### src/rtl/stage_mem1.sv
// Memory stage: registers execute results, runs the data-cache handshake, aligns loads, flags misalignment.
// One-cycle register latency; a memory op stalls upstream until the cache completes, and outputs hold while wb_stall.
module stage_mem1 #(
  parameter int XLEN = 32
) (
  input  logic            clk_core,
  input  logic            reset_n,
  input  logic            ex_valid,
  input  logic            ex_exc,
  input  logic [3:0]      ex_exc_cause,
  input  logic            ex_flush,
  input  logic [29:0]     ex_pc,
  input  logic [4:0]      ex_wb_reg,
  input  logic [XLEN-1:0] ex_result,
  input  logic            ex_mem_rd,
  input  logic            ex_mem_wr,
  input  logic [1:0]      ex_mem_size,
  input  logic            ex_mem_unsigned,
  input  logic [XLEN-1:0] ex_wdata,
  output logic            mem1_stall,
  input  logic            wb_stall,
  input  logic            csr_kill,
  output logic            dc_req,
  output logic            dc_we,
  output logic [XLEN-3:0] dc_addr,
  output logic [3:0]      dc_be,
  output logic [XLEN-1:0] dc_wdata,
  input  logic            dc_ready,
  input  logic            dc_rvalid,
  input  logic [XLEN-1:0] dc_rdata,
  output logic            mem1_valid_wb,
  output logic            mem1_exc,
  output logic [3:0]      mem1_exc_cause,
  output logic            mem1_flush,
  output logic [29:0]     mem1_pc,
  output logic            mem1_busy,
  output logic [4:0]      mem1_wb_reg,
  output logic [XLEN-1:0] mem1_dout
);

  localparam logic [1:0] S_IDLE = 2'd0;
  localparam logic [1:0] S_REQ  = 2'd1;
  localparam logic [1:0] S_WAIT = 2'd2;

  localparam logic [3:0] CAUSE_LD_MISALIGN = 4'd4;
  localparam logic [3:0] CAUSE_ST_MISALIGN = 4'd6;

  logic            valid_q, valid_d;
  logic            exc_q, exc_d;
  logic [3:0]      cause_q, cause_d;
  logic            flush_q;
  logic [29:0]     pc_q;
  logic [4:0]      wb_reg_q;
  logic [XLEN-1:0] addr_q;
  logic            rd_q, wr_q;
  logic [1:0]      size_q;
  logic            uns_q;
  logic [XLEN-1:0] wdata_q;
  logic [XLEN-1:0] dout_q, dout_d;
  logic            done_q, done_d;
  logic            killed_q, killed_d;
  logic [1:0]      state_q, state_d;

  logic            advance;
  logic            access;
  logic            ex_misalign;
  logic [XLEN-1:0] rshift;
  logic [XLEN-1:0] load_data;

  assign access     = valid_q & (rd_q | wr_q) & ~exc_q & ~done_q;
  assign mem1_stall = access;
  assign advance    = ~mem1_stall & ~wb_stall;

  assign ex_misalign = ex_valid & ~ex_exc & (ex_mem_rd | ex_mem_wr) &
                       (((ex_mem_size == 2'd1) & ex_result[0]) |
                        ((ex_mem_size == 2'd2) & (ex_result[1:0] != 2'b00)));

  always_comb begin
    exc_d   = ex_exc | ex_misalign;
    cause_d = ex_exc_cause;
    if (ex_misalign) begin
      cause_d = ex_mem_rd ? CAUSE_LD_MISALIGN : CAUSE_ST_MISALIGN;
    end
  end

  always_comb begin
    valid_d = valid_q;
    if (advance) begin
      valid_d = ex_valid;
    end
    if (csr_kill) begin
      valid_d = 1'b0;
    end
  end

  assign dc_addr = addr_q[XLEN-1:2];
  assign dc_we   = wr_q;

  always_comb begin
    case (size_q)
      2'd0: begin
        dc_be    = 4'b0001 << addr_q[1:0];
        dc_wdata = {4{wdata_q[7:0]}};
      end
      2'd1: begin
        dc_be    = addr_q[1] ? 4'b1100 : 4'b0011;
        dc_wdata = {2{wdata_q[15:0]}};
      end
      default: begin
        dc_be    = 4'b1111;
        dc_wdata = wdata_q;
      end
    endcase
  end

  assign rshift = dc_rdata >> {addr_q[1:0], 3'b000};

  always_comb begin
    case (size_q)
      2'd0:    load_data = {{(XLEN-8){~uns_q & rshift[7]}}, rshift[7:0]};
      2'd1:    load_data = {{(XLEN-16){~uns_q & rshift[15]}}, rshift[15:0]};
      default: load_data = dc_rdata;
    endcase
  end

  // A killed load that was already accepted must still drain its response; killed_q marks that data as dead.
  always_comb begin
    state_d  = state_q;
    done_d   = done_q;
    killed_d = killed_q;
    dout_d   = dout_q;
    dc_req   = 1'b0;
    case (state_q)
      S_IDLE: begin
        if (access) begin
          dc_req = 1'b1;
          if (dc_ready) begin
            if (rd_q) begin
              state_d  = S_WAIT;
              killed_d = csr_kill;
            end else begin
              done_d = 1'b1;
            end
          end else if (!csr_kill) begin
            state_d = S_REQ;
          end
        end
      end
      S_REQ: begin
        dc_req = 1'b1;
        if (dc_ready) begin
          if (rd_q) begin
            state_d  = S_WAIT;
            killed_d = csr_kill;
          end else begin
            state_d = S_IDLE;
            done_d  = 1'b1;
          end
        end else if (csr_kill) begin
          state_d = S_IDLE;
        end
      end
      S_WAIT: begin
        if (dc_rvalid) begin
          state_d  = S_IDLE;
          killed_d = 1'b0;
          if (!(killed_q | csr_kill)) begin
            done_d = 1'b1;
            dout_d = load_data;
          end
        end else if (csr_kill) begin
          killed_d = 1'b1;
        end
      end
      default: state_d = S_IDLE;
    endcase
    if (advance) begin
      done_d = 1'b0;
      dout_d = ex_result;
    end
  end

  assign mem1_busy = (state_q == S_WAIT) | ((state_q == S_REQ) & dc_ready);

  always_ff @(posedge clk_core or negedge reset_n) begin
    if (!reset_n) begin
      state_q  <= S_IDLE;
      valid_q  <= 1'b0;
      done_q   <= 1'b0;
      killed_q <= 1'b0;
      dout_q   <= '0;
    end else begin
      state_q  <= state_d;
      valid_q  <= valid_d;
      done_q   <= done_d;
      killed_q <= killed_d;
      dout_q   <= dout_d;
    end
  end

  always_ff @(posedge clk_core or negedge reset_n) begin
    if (!reset_n) begin
      exc_q    <= 1'b0;
      cause_q  <= '0;
      flush_q  <= 1'b0;
      pc_q     <= '0;
      wb_reg_q <= '0;
      addr_q   <= '0;
      rd_q     <= 1'b0;
      wr_q     <= 1'b0;
      size_q   <= '0;
      uns_q    <= 1'b0;
      wdata_q  <= '0;
    end else if (advance) begin
      exc_q    <= exc_d;
      cause_q  <= cause_d;
      flush_q  <= ex_flush;
      pc_q     <= ex_pc;
      wb_reg_q <= ex_wb_reg;
      addr_q   <= ex_result;
      rd_q     <= ex_mem_rd;
      wr_q     <= ex_mem_wr;
      size_q   <= ex_mem_size;
      uns_q    <= ex_mem_unsigned;
      wdata_q  <= ex_wdata;
    end
  end

  assign mem1_valid_wb  = valid_q;
  assign mem1_exc       = exc_q;
  assign mem1_exc_cause = cause_q;
  assign mem1_flush     = flush_q;
  assign mem1_pc        = pc_q;
  assign mem1_wb_reg    = wb_reg_q;
  assign mem1_dout      = dout_q;

endmodule

### config.mk
export PLATFORM = sky130hd
export DESIGN_NAME = stage_mem1
export DESIGN_NICKNAME = d
export VERILOG_FILES = /design/src/rtl/stage_mem1.sv
export SDC_FILE = /design/constraint.sdc
export NUM_CORES = 1
export LEC_CHECK = 0
export ABC_AREA = 1
export BUFFER_PORTS_ARGS = -buffer_cell sky130_fd_sc_hd__buf_2
export CAP_MARGIN = 5
export CORE_MARGIN = 4
export CORE_UTILIZATION = 44
export CTS_CLUSTER_SIZE = 30
export DETAILED_ROUTE_END_ITERATION = 10
export PLACE_DENSITY_LB_ADDON = 0.15
export SETUP_SLACK_MARGIN = 0.5
export SYNTH_ARGS = -nofsm -noshare
export SYNTH_HDL_FRONTEND = slang
export SYNTH_SLANG_ARGS = --single-unit
export TNS_END_PERCENT = 100
### constraint.sdc
create_clock -name clk_core -period 1.34 [get_ports clk_core]
set_input_delay 0.201 -clock clk_core [delete_from_list [all_inputs] [get_ports clk_core]]
set_output_delay 0.201 -clock clk_core [all_outputs]
set_load 0.005 [all_outputs]
======== After elaboration in Yosys (flattened, before gate mapping) ========
Cells that the tools add are included.
word-level totals
  flip-flop bits (word level) ............. 147
  input port bits ......................... 149
  output and inout port bits .............. 144
  logic and storage cells ................. 105
cells by class
  eq/ne operators ......................... 15
  shifts and indexed selects .............. 2
  mux-type cells .......................... 36
  bitwise logic cells ..................... 24
  reduce and logical (&&, ||, !) cells .... 12
operators with widths
  kind                                                  count
  2-to-1 mux 32 bit                                     4
  one-hot mux 32 bit (2 select lines)                   2
  right shift 32 x 5 -> 16 bit                          1
  != test 3 bit (second input constant)                 7
  2-to-1 mux 2 bit                                      9
  2-to-1 mux 1 bit                                      14
  AND 1 bit                                             12
  2-to-1 mux 4 bit                                      2
  one-hot mux 4 bit (2 select lines)                    1
  nonzero test 2 bit                                    4
  equality test 2 x 1 -> 1 bit (second input constant)  3
  != test 2 bit (second input constant)                 3
  NOT 1 bit                                             6
  bitwise OR 1 bit                                      6
  one-hot mux 1 bit (3 select lines)                    2
  one-hot mux 2 bit (3 select lines)                    1
  AND reduction 3 bit                                   2
  AND reduction 5 bit                                   1
  equality test 2 bit (second input constant)           2
  logical NOT 2 bit                                     2
  AND reduction 4 bit                                   1
  nonzero test 4 bit                                    1
  << shifter 1 x 2 -> 4 bit (first input constant)      1
  nonzero test 3 bit                                    1
  one-hot mux 1 bit (2 select lines)                    1

======== Depth between registers and ports, before layout ========
Gate-level depths: netlist of the first run.
  depth in word-level cells ............... 8
  gate-level depth with buffers ........... 10
  depth with buffers taken out ............ 9

======== Worst setup path before layout of the first run ========
OpenSTA, ideal clock, no wires.
  path kind ............................... register to register
  start point ............................. register state_q[0]
  end point ............................... register dout_q[23] (netlist: mem1_dout[23])
  library setup time ...................... 0.117 ns
  arrival ................................. 1.374 ns
  required time ........................... 1.223 ns
  setup slack ............................. -0.150 ns
  stages on the path, launching flop included .. 9
  path buffers ............................ 1
  clock period less this slack ............ 1.490 ns
  path through ............................ dfrtp_1 -> inv_1 -> ha_1 -> inv_1 -> o21ai_4 -> buf_6 -> nand3_1 -> nor2_1 -> nor2_1
on the way
  longest elaborated chain between the ends .. 3
RTL lines
  what                                  RTL line  source
  start: declaration                    62        logic [1:0] state_q, state_d;
  start signal: assignment              193       state_q <= state_d;
  equality test 2 bit                   133       case (state_q)
  nonzero test 2 bit (no source line)   n/a
  AND reduction 3 bit (no source line)  n/a
  end signal: assignment                197       dout_q <= dout_d;
  end: declaration                      59        logic [XLEN-1:0] dout_q, dout_d;
No other way between the ends.
A chain may end at the register's enable or synchronous reset.

======== Final worst setup path of the first run ========
  start point ............................. register valid_q (netlist: mem1_valid_wb)
  end point ............................... register dout_q[19] (netlist: mem1_dout[19])
on the way
  longest elaborated chain between the ends .. 7
  elaborated cells between the ends (all ways) .. 10
  those cells by class .................... eq/ne: 1; mux: 1; bitwise: 5; reduce/logical: 3
RTL lines
  what                                                                         RTL line  source
  start: declaration                                                           48        logic valid_q, valid_d;
  start signal: assignment                                                     194       valid_q <= valid_d;
  AND 1 bit * (3 in a row)                                                     70        assign access = valid_q & (rd_q | wr_q) & ~exc_q & ~done_q;
  NOT 1 bit *                                                                  72        assign advance = ~mem1_stall & ~wb_stall;
  AND 1 bit *                                                                  72
  != test 2 bit (no source line) / nonzero test 2 bit (equally long branches)  n/a
  AND reduction 3 bit (no source line)                                         n/a
Mark *: on every way between the ends. The rest lies on a longest branch, timed or not.

==> results.txt, run 1 <==
Final Util: 0.8287
chip height: 137.9 um
post-layout minimum cycle time: 1.775 ns
clock insertion delay at the later pin of the skew report: 0.43 ns
Setup crit start kind: register
cell with the most instances after synthesis: nand2_1
Leak Pwr: 7.330 nW
CORE AREA: 16,580 um2
FFs w/ async S/R, synth: 1.000
Net Count, Synth: 1,144
pin count of the biggest net entering global routing: 41
FMAX: 563.5 MHz
worst hold path class: in2async
adder-cell share of the synthesized area: 0.006736
Vias/cell: 5.120
failing checks: negative hold slack, negative setup slack
num ports: 293
first-pass GRT wire length: 43,810 um
Design Area, Final: 13,740 um2
cts bufs inserted: 17
Area Growth Syn to Fin: 84.98%
Synth Area in Simple Gates: 0.3119
total track usage: 0.2995
actual slew at the worst max-slew pin: 0.4450 ns
crit path DAT: 2.12 ns
Post-synth top flop: dfrtp_1
drt pass-1 iters: 7
worst-path maximum fanout: 8
Post-Layout Cell Count: 1,718
dpl cells: 1,476
total power: 0.01785 W
WS Path Type: reg2reg
Final setup viols: 178
clk slew on worst S/H paths: 0.06 ns
Max Slew Vio Count: 0
Max Root-Sink Buffers: 2
crit path capture: mem1_dout[19]
effective utilization at floorplan: 0.4480
pwr dens: 1299 nW/um2
Die Area: 19,030 um2
post-synthesis sequential area ratio: 0.4951
via count: 8,797
# port buffers: 292
Post-Syn Area: 7430 um2
flops & latches, synth: 147
Final period util: 1.324
CTS tree: yes
Synth Area in Compound Gates: 0.07730
DRT iter0 DRCs: 701
layout cells sized above 1: 0.5257
Post-synth top cells: 430 x nand2_1, 147 x dfrtp_1, 85 x nor2_1
Synth top area share: 0.4951
Antenna Nets Post-Route: 0
post-synthesis cell type count: 27
Synth Area per Inst: 7.497 um2
Reg-to-Reg End: mem1_dout[19]
max_cap viols: 0
RSZ-0062 raised after global routing: true
Max VDD drop: 0.9811 mV
Avg WL per Cell: 18.33 um
Hold Slack: -0.3162 ns
row count: 47
global-route congestion overflow total: 0
Crit. End Element: register
htree depth: 4
Area contributors post-synth: dfrtp_1 50%, nand2_1 22%, nand3_1 4.4%
CTS Sinks: 147
Slew headroom: 0.7034
WP data required: 1.69 ns
XOR/XNOR share of the synthesized area: 0
warnings from Yosys: 0
Hold-fix buffers, CTS: 76
DRC Markers: 0
Hold Vio Cnt, Final: 32
initial antenna violation count: 2
HPWL Detailed: 16,620 um
largest family of logic cells by synthesized area: simple AND/OR/NAND/NOR gates
setup slack, reg-to-reg: -0.43 ns
outcome: finished, violations left
R2R cell count: 12
Syn Inst Count: 991
Post-synth EDFFs: 0
CP startpoint: mem1_valid_wb
largest area contributor in the synthesized netlist: dfrtp_1
skew final: 0.006452 ns
Area after DPL: 9350 um2
Die W: 137.9 um
wirelength, routed: 31,480 um
Root Buffer: clkbuf_16
final worst slack: -0.4345 ns
Nets: 1,638
GPL Wtd Cong: 0.8826
R2R Path Start: mem1_valid_wb
multiplexer share of the synthesized area: 0
vias in the first global route: 8,343
==> per-stage QoR <==
stage	setup TNS, ns	hold WS (ns)	setup slack (ns)
finish	-55.09	-0.3162	-0.4345
CTS	-47.65	-0.3061	-0.4086
global route	-67.84	-0.3029	-0.5182
global placement	-13.05	0.1497	-0.1791
detailed placement	-18.25	0.1482	-0.2421
floorplan	-1.565	-0.09459	-0.07411
==> critical path, cell delays in order, from the launching register on <==
cell       delay (ns)
dfrtp_1          0.36
inv_1            0.08
nor2_2           0.10
nand3_2          0.09
buf_6            0.14
nand2_8          0.08
buf_12           0.14
buf_12           0.11
nand3_4          0.06
a21oi_4          0.20
clkbuf_16        0.20
nor2_1           0.05
nor2_1           0.10
==> layout make-up <==
type	instances	area, um2
clock buffers	17	425.4
clock inverters	14	178.9
well taps	220	275.3
diodes	1	2.502
fillers	961	2840
inverters	58	261.5
repair buffers	566	4916
flip-flops and latches	147	3687
multi-input cells	695	3996
==> layout by cell type, fill, tap and decap left out, drive strengths merged <==
cell,netlist,layout
ha,4,4
clkinvlp,0,2
o22ai,1,1
o211ai,9,9
o21ai,65,65
inv,58,61
clkbuf,7,24
nor2,88,88
nand2,433,433
buf,84,481
nand3,67,67
dfrtp,147,147
diode,0,1
nand4,1,1
dlygate4sd3,0,76
clkinv,0,6
bufbuf,0,2
a21oi,26,26
bufinv,0,3
o31ai,1,1
==> repair_timing <==
action / CTS / global route
hold endpoints to repair: 108 / 32
gates cloned: 26 / 6
buffers inserted: 42 / 60
gates resized for setup: 240 / 159
endpoints found under the setup margin: 291 / 291
pin swaps: 50 / 39
==> report_power, final <==
part	leakage [nW]	total, W	switching (W)	internal (W)
Sequential	1.76	0.00567	0.000491	0.00518
Clock	0.292	0.00500	0.00205	0.00295
Combinational	5.27	0.00717	0.00350	0.00367
Total	7.33	0.0178	0.00604	0.0118
==> routing by layer <==
metal	vias up	part of all wire	track usage	wire length, um
li1	4066	-	-	-
met1	4184	0.37	0.3725	11510
met2	465	0.51	0.5130	16160
met3	80	0.091	0.07874	2868
met4	2	0.029	0.08891	928
met5	-	0.00051	0	16
==> how the worst min path moves through the flow <==
stage	start	end	slack (ns)	cells past startpoint
3_5_place_dp	reset_n	mem1_dout[30]	0.15	1
4_1_cts	reset_n	mem1_dout[30]	-0.31	1
5_1_grt	reset_n	addr_q[30]	-0.30	1
6_report	reset_n	mem1_dout[27]	-0.32	1
3_3_place_gp	reset_n	mem1_dout[27]	0.15	1
2_1_floorplan	reset_n	addr_q[0]	-0.09	0
==> logic make-up after synthesis <==
| kind of cell | count (synthesis) |
|---|---|
| compound gates | 102 |
| simple gates | 589 |
| buf+inv | 149 |
| fa+ha+maj | 4 |
| flops | 147 |
(Power assumes the default switching activity.)
==> run 2: changes to the inputs <==
HOLD_SLACK_MARGIN = 0.05   (was default)
==> run 2 against run 1 <==
  * The flow still finishes with violations (negative hold slack, negative setup slack)
  * Total power up 3.4%
  * Non-clock buffer count increased by 33
  * First-iteration DRC count up 39%
  * Core utilization up 3.7 points
  * Clock power grew 1%
  * Register-to-register slack got worse by 0.09 ns
  * Critical path depth grew 1
  * Combinational power increased by 7.1%
  * Sequential power rose by 0.9%
  * Largest power group unchanged
==> results.txt, run 2 (synthesis results as in run 1) <==
clock insertion delay at the later pin of the skew report: 0.43 ns (about the same)
Crit. End Element: register
effective utilization at floorplan: 0.4480 (unchanged)
skew final: 0.009836 ns (+0.003384 ns)
cts bufs inserted: 17 (unchanged)
CORE AREA: 16,580 um2 (unchanged)
post-layout minimum cycle time: 1.864 ns (+0.08919 ns)
Avg WL per Cell: 20.31 um (+11%)
clk slew on worst S/H paths: 0.07 ns (about the same)
DRC Markers: 0 (unchanged)
Hold Vio Cnt, Final: 32 (unchanged)
buffer and inverter count on the worst path: 7 (+2)
final worst slack: -0.5237 ns (-0.08919 ns)
worst-path maximum fanout: 5 (-3)
Nets: 1,671 (+2.0%)
global-route congestion overflow total: 0 (unchanged)
max_cap viols: 0 (unchanged)
total track usage: 0.3068 (+0.007304)
Slowest-stage cell, CP: dfrtp_1
leading cell types in the layout, fill and taps excluded: 286 x buf_2, 267 x nand2_1, 139 x dfrtp_1, 99 x buf_4, 98 x dlygate4sd3_1
Hold Slack: -0.3118 ns (+0.004342 ns)
Final setup viols: 178 (unchanged)
Setup crit start kind: register
DRT iter0 DRCs: 971 (+39%)
CP top delay family: buffers and inverters
row count: 47 (unchanged)
first-pass GRT wire length: 44,730 um (+2.1%)
total power: 0.01845 W (+3.4%)
chip height: 137.9 um (unchanged)
Vias/cell: 5.324 (+4.0%)
Area after DPL: 9350 um2 (unchanged)
fillcell total: 829 (-14%)
Antenna Nets Post-Route: 0 (unchanged)
max incr delay on CP: 0.40 ns (+0.04 ns)
failing checks: negative hold slack, negative setup slack
wirelength, routed: 35,560 um (+13%)
Max Root-Sink Buffers: 2 (unchanged)
Slew headroom: 0.7063 (+0.002944)
Design Area, Final: 14,360 um2 (+4.5%)
drt pass-1 iters: 5 (-2)
FMAX: 536.6 MHz (-4.8%)
layout cells sized above 1: 0.5418 (+0.01611)
actual slew at the worst max-slew pin: 0.4406 ns (-0.004416 ns)
most common cell after layout, fill and taps aside: buf_2
Multi-input gate area: 4203 um2 (+5.2%)
CTS tree: yes
most frequent CP cell: buf_6
Max Slew Vio Count: 0 (unchanged)
HPWL Detailed: 16,620 um (unchanged)
CTS Sinks: 147 (unchanged)
worst hold path class: in2async
Leak Pwr: 7.594 nW (+3.6%)
crit path DAT: 2.21 ns (+0.09 ns)
RSZ-0062 raised after global routing: true
Hold-fix buffers, CTS: 98 (+29%)
via count: 9,322 (+6.0%)
Area Growth Syn to Fin: 93.30%
pwr dens: 1285 nW/um2 (-1.1%)
Die Area: 19,030 um2 (unchanged)
htree depth: 4 (unchanged)
Critical Path, Cell by Cell: inv_2, nor2_2, nand3_2, buf_6, nand2_8, buf_6, o21ai_4, buf_6, buf_6, clkbuf_16, o21ai_2, inv_2, a21oi_2
vias in the first global route: 8,594 (+3.0%)
Die W: 137.9 um (unchanged)
num ports: 293 (unchanged)
# port buffers: 292 (unchanged)
pin count of the biggest net entering global routing: 41 (unchanged)
Max VDD drop: 1.073 mV (+9.3%)
WS Path Type: reg2reg
Root Buffer: clkbuf_16
GPL Wtd Cong: 0.8826 (unchanged)
setup TNS: -65.09 ns (-10.00 ns)
initial antenna violation count: 2 (unchanged)
WP data required: 1.69 ns (about the same)
register area: 3689 um2 (about the same)
dpl cells: 1,476 (unchanged)
Post-Layout Cell Count: 1,751 (+1.9%)
Final period util: 1.391 (+0.06656)
outcome: finished, violations left
## run 2: final cells by class
| type | count | share of cell area |
|---|---|---|
| Tap cell | 220 | 0.01917 |
| Clock inverter | 14 | 0.01246 |
| Timing Repair Buffer | 599 | 0.3707 |
| Inverter | 58 | 0.01838 |
| Multi-Input combinational cell | 695 | 0.2926 |
| Antenna cell | 1 | 0.0001742 |
| Clock buffer | 17 | 0.02962 |
| Sequential cell | 147 | 0.2568 |
## run 2: through the flow
step                        util  setup slack, ns  hold slack [ns]
after global placement    0.5638          -0.1791           0.1497
final                     0.8660          -0.5237          -0.3118
after global routing      0.8660          -0.5548          -0.2985
after floorplan                -         -0.07411         -0.09459
after detailed placement  0.5638          -0.2421           0.1482
after CTS                 0.7718          -0.4086          -0.3061
## run 2: final timing paths
path	startpoint	end	slack, ns	cells past startpoint
setup / recovery	mem1_valid_wb	mem1_dout[5]	-0.52	13
hold / removal	reset_n	mem1_dout[27]	-0.31	1
setup reg to reg	mem1_valid_wb	mem1_dout[5]	-0.52	13
hold reg to reg	mem1_pc[23]	mem1_pc[23]	0.47	2
max in group asynchronous	reset_n	wdata_q[0]	1.05	2
min in group clk_core	ex_valid	mem1_valid_wb	0.06	3
## run 2: power breakdown
part | switching [W] | internal [W] | leakage (nW)
Sequential | 0.000541 | 0.00518 | 1.76
Clock | 0.00210 | 0.00295 | 0.292
Combinational | 0.00379 | 0.00389 | 5.54
Total | 0.00643 | 0.0120 | 7.59
## run 2: what timing repair did
| action | 4_1_cts | 5_1_grt |
|---|---|---|
| buffers inserted | 42 | 67 |
| gates resized for setup | 240 | 226 |
| cloned | 26 | 10 |
| hold endpoints to repair | 130 | 32 |
| setup endpoints to repair | 291 | 291 |
| pin swaps | 50 | 51 |
## run 2: layer usage
metal  wire length (um)  global-route usage  part of all wire  vias up
met3               3281             0.07692             0.092      170
li1                   -                   -                 -     4128
met5                 16                   0           0.00045        -
met1              12300              0.3740              0.35     4404
met4               1832             0.09989             0.052        2
met2              18130              0.5328              0.51      618
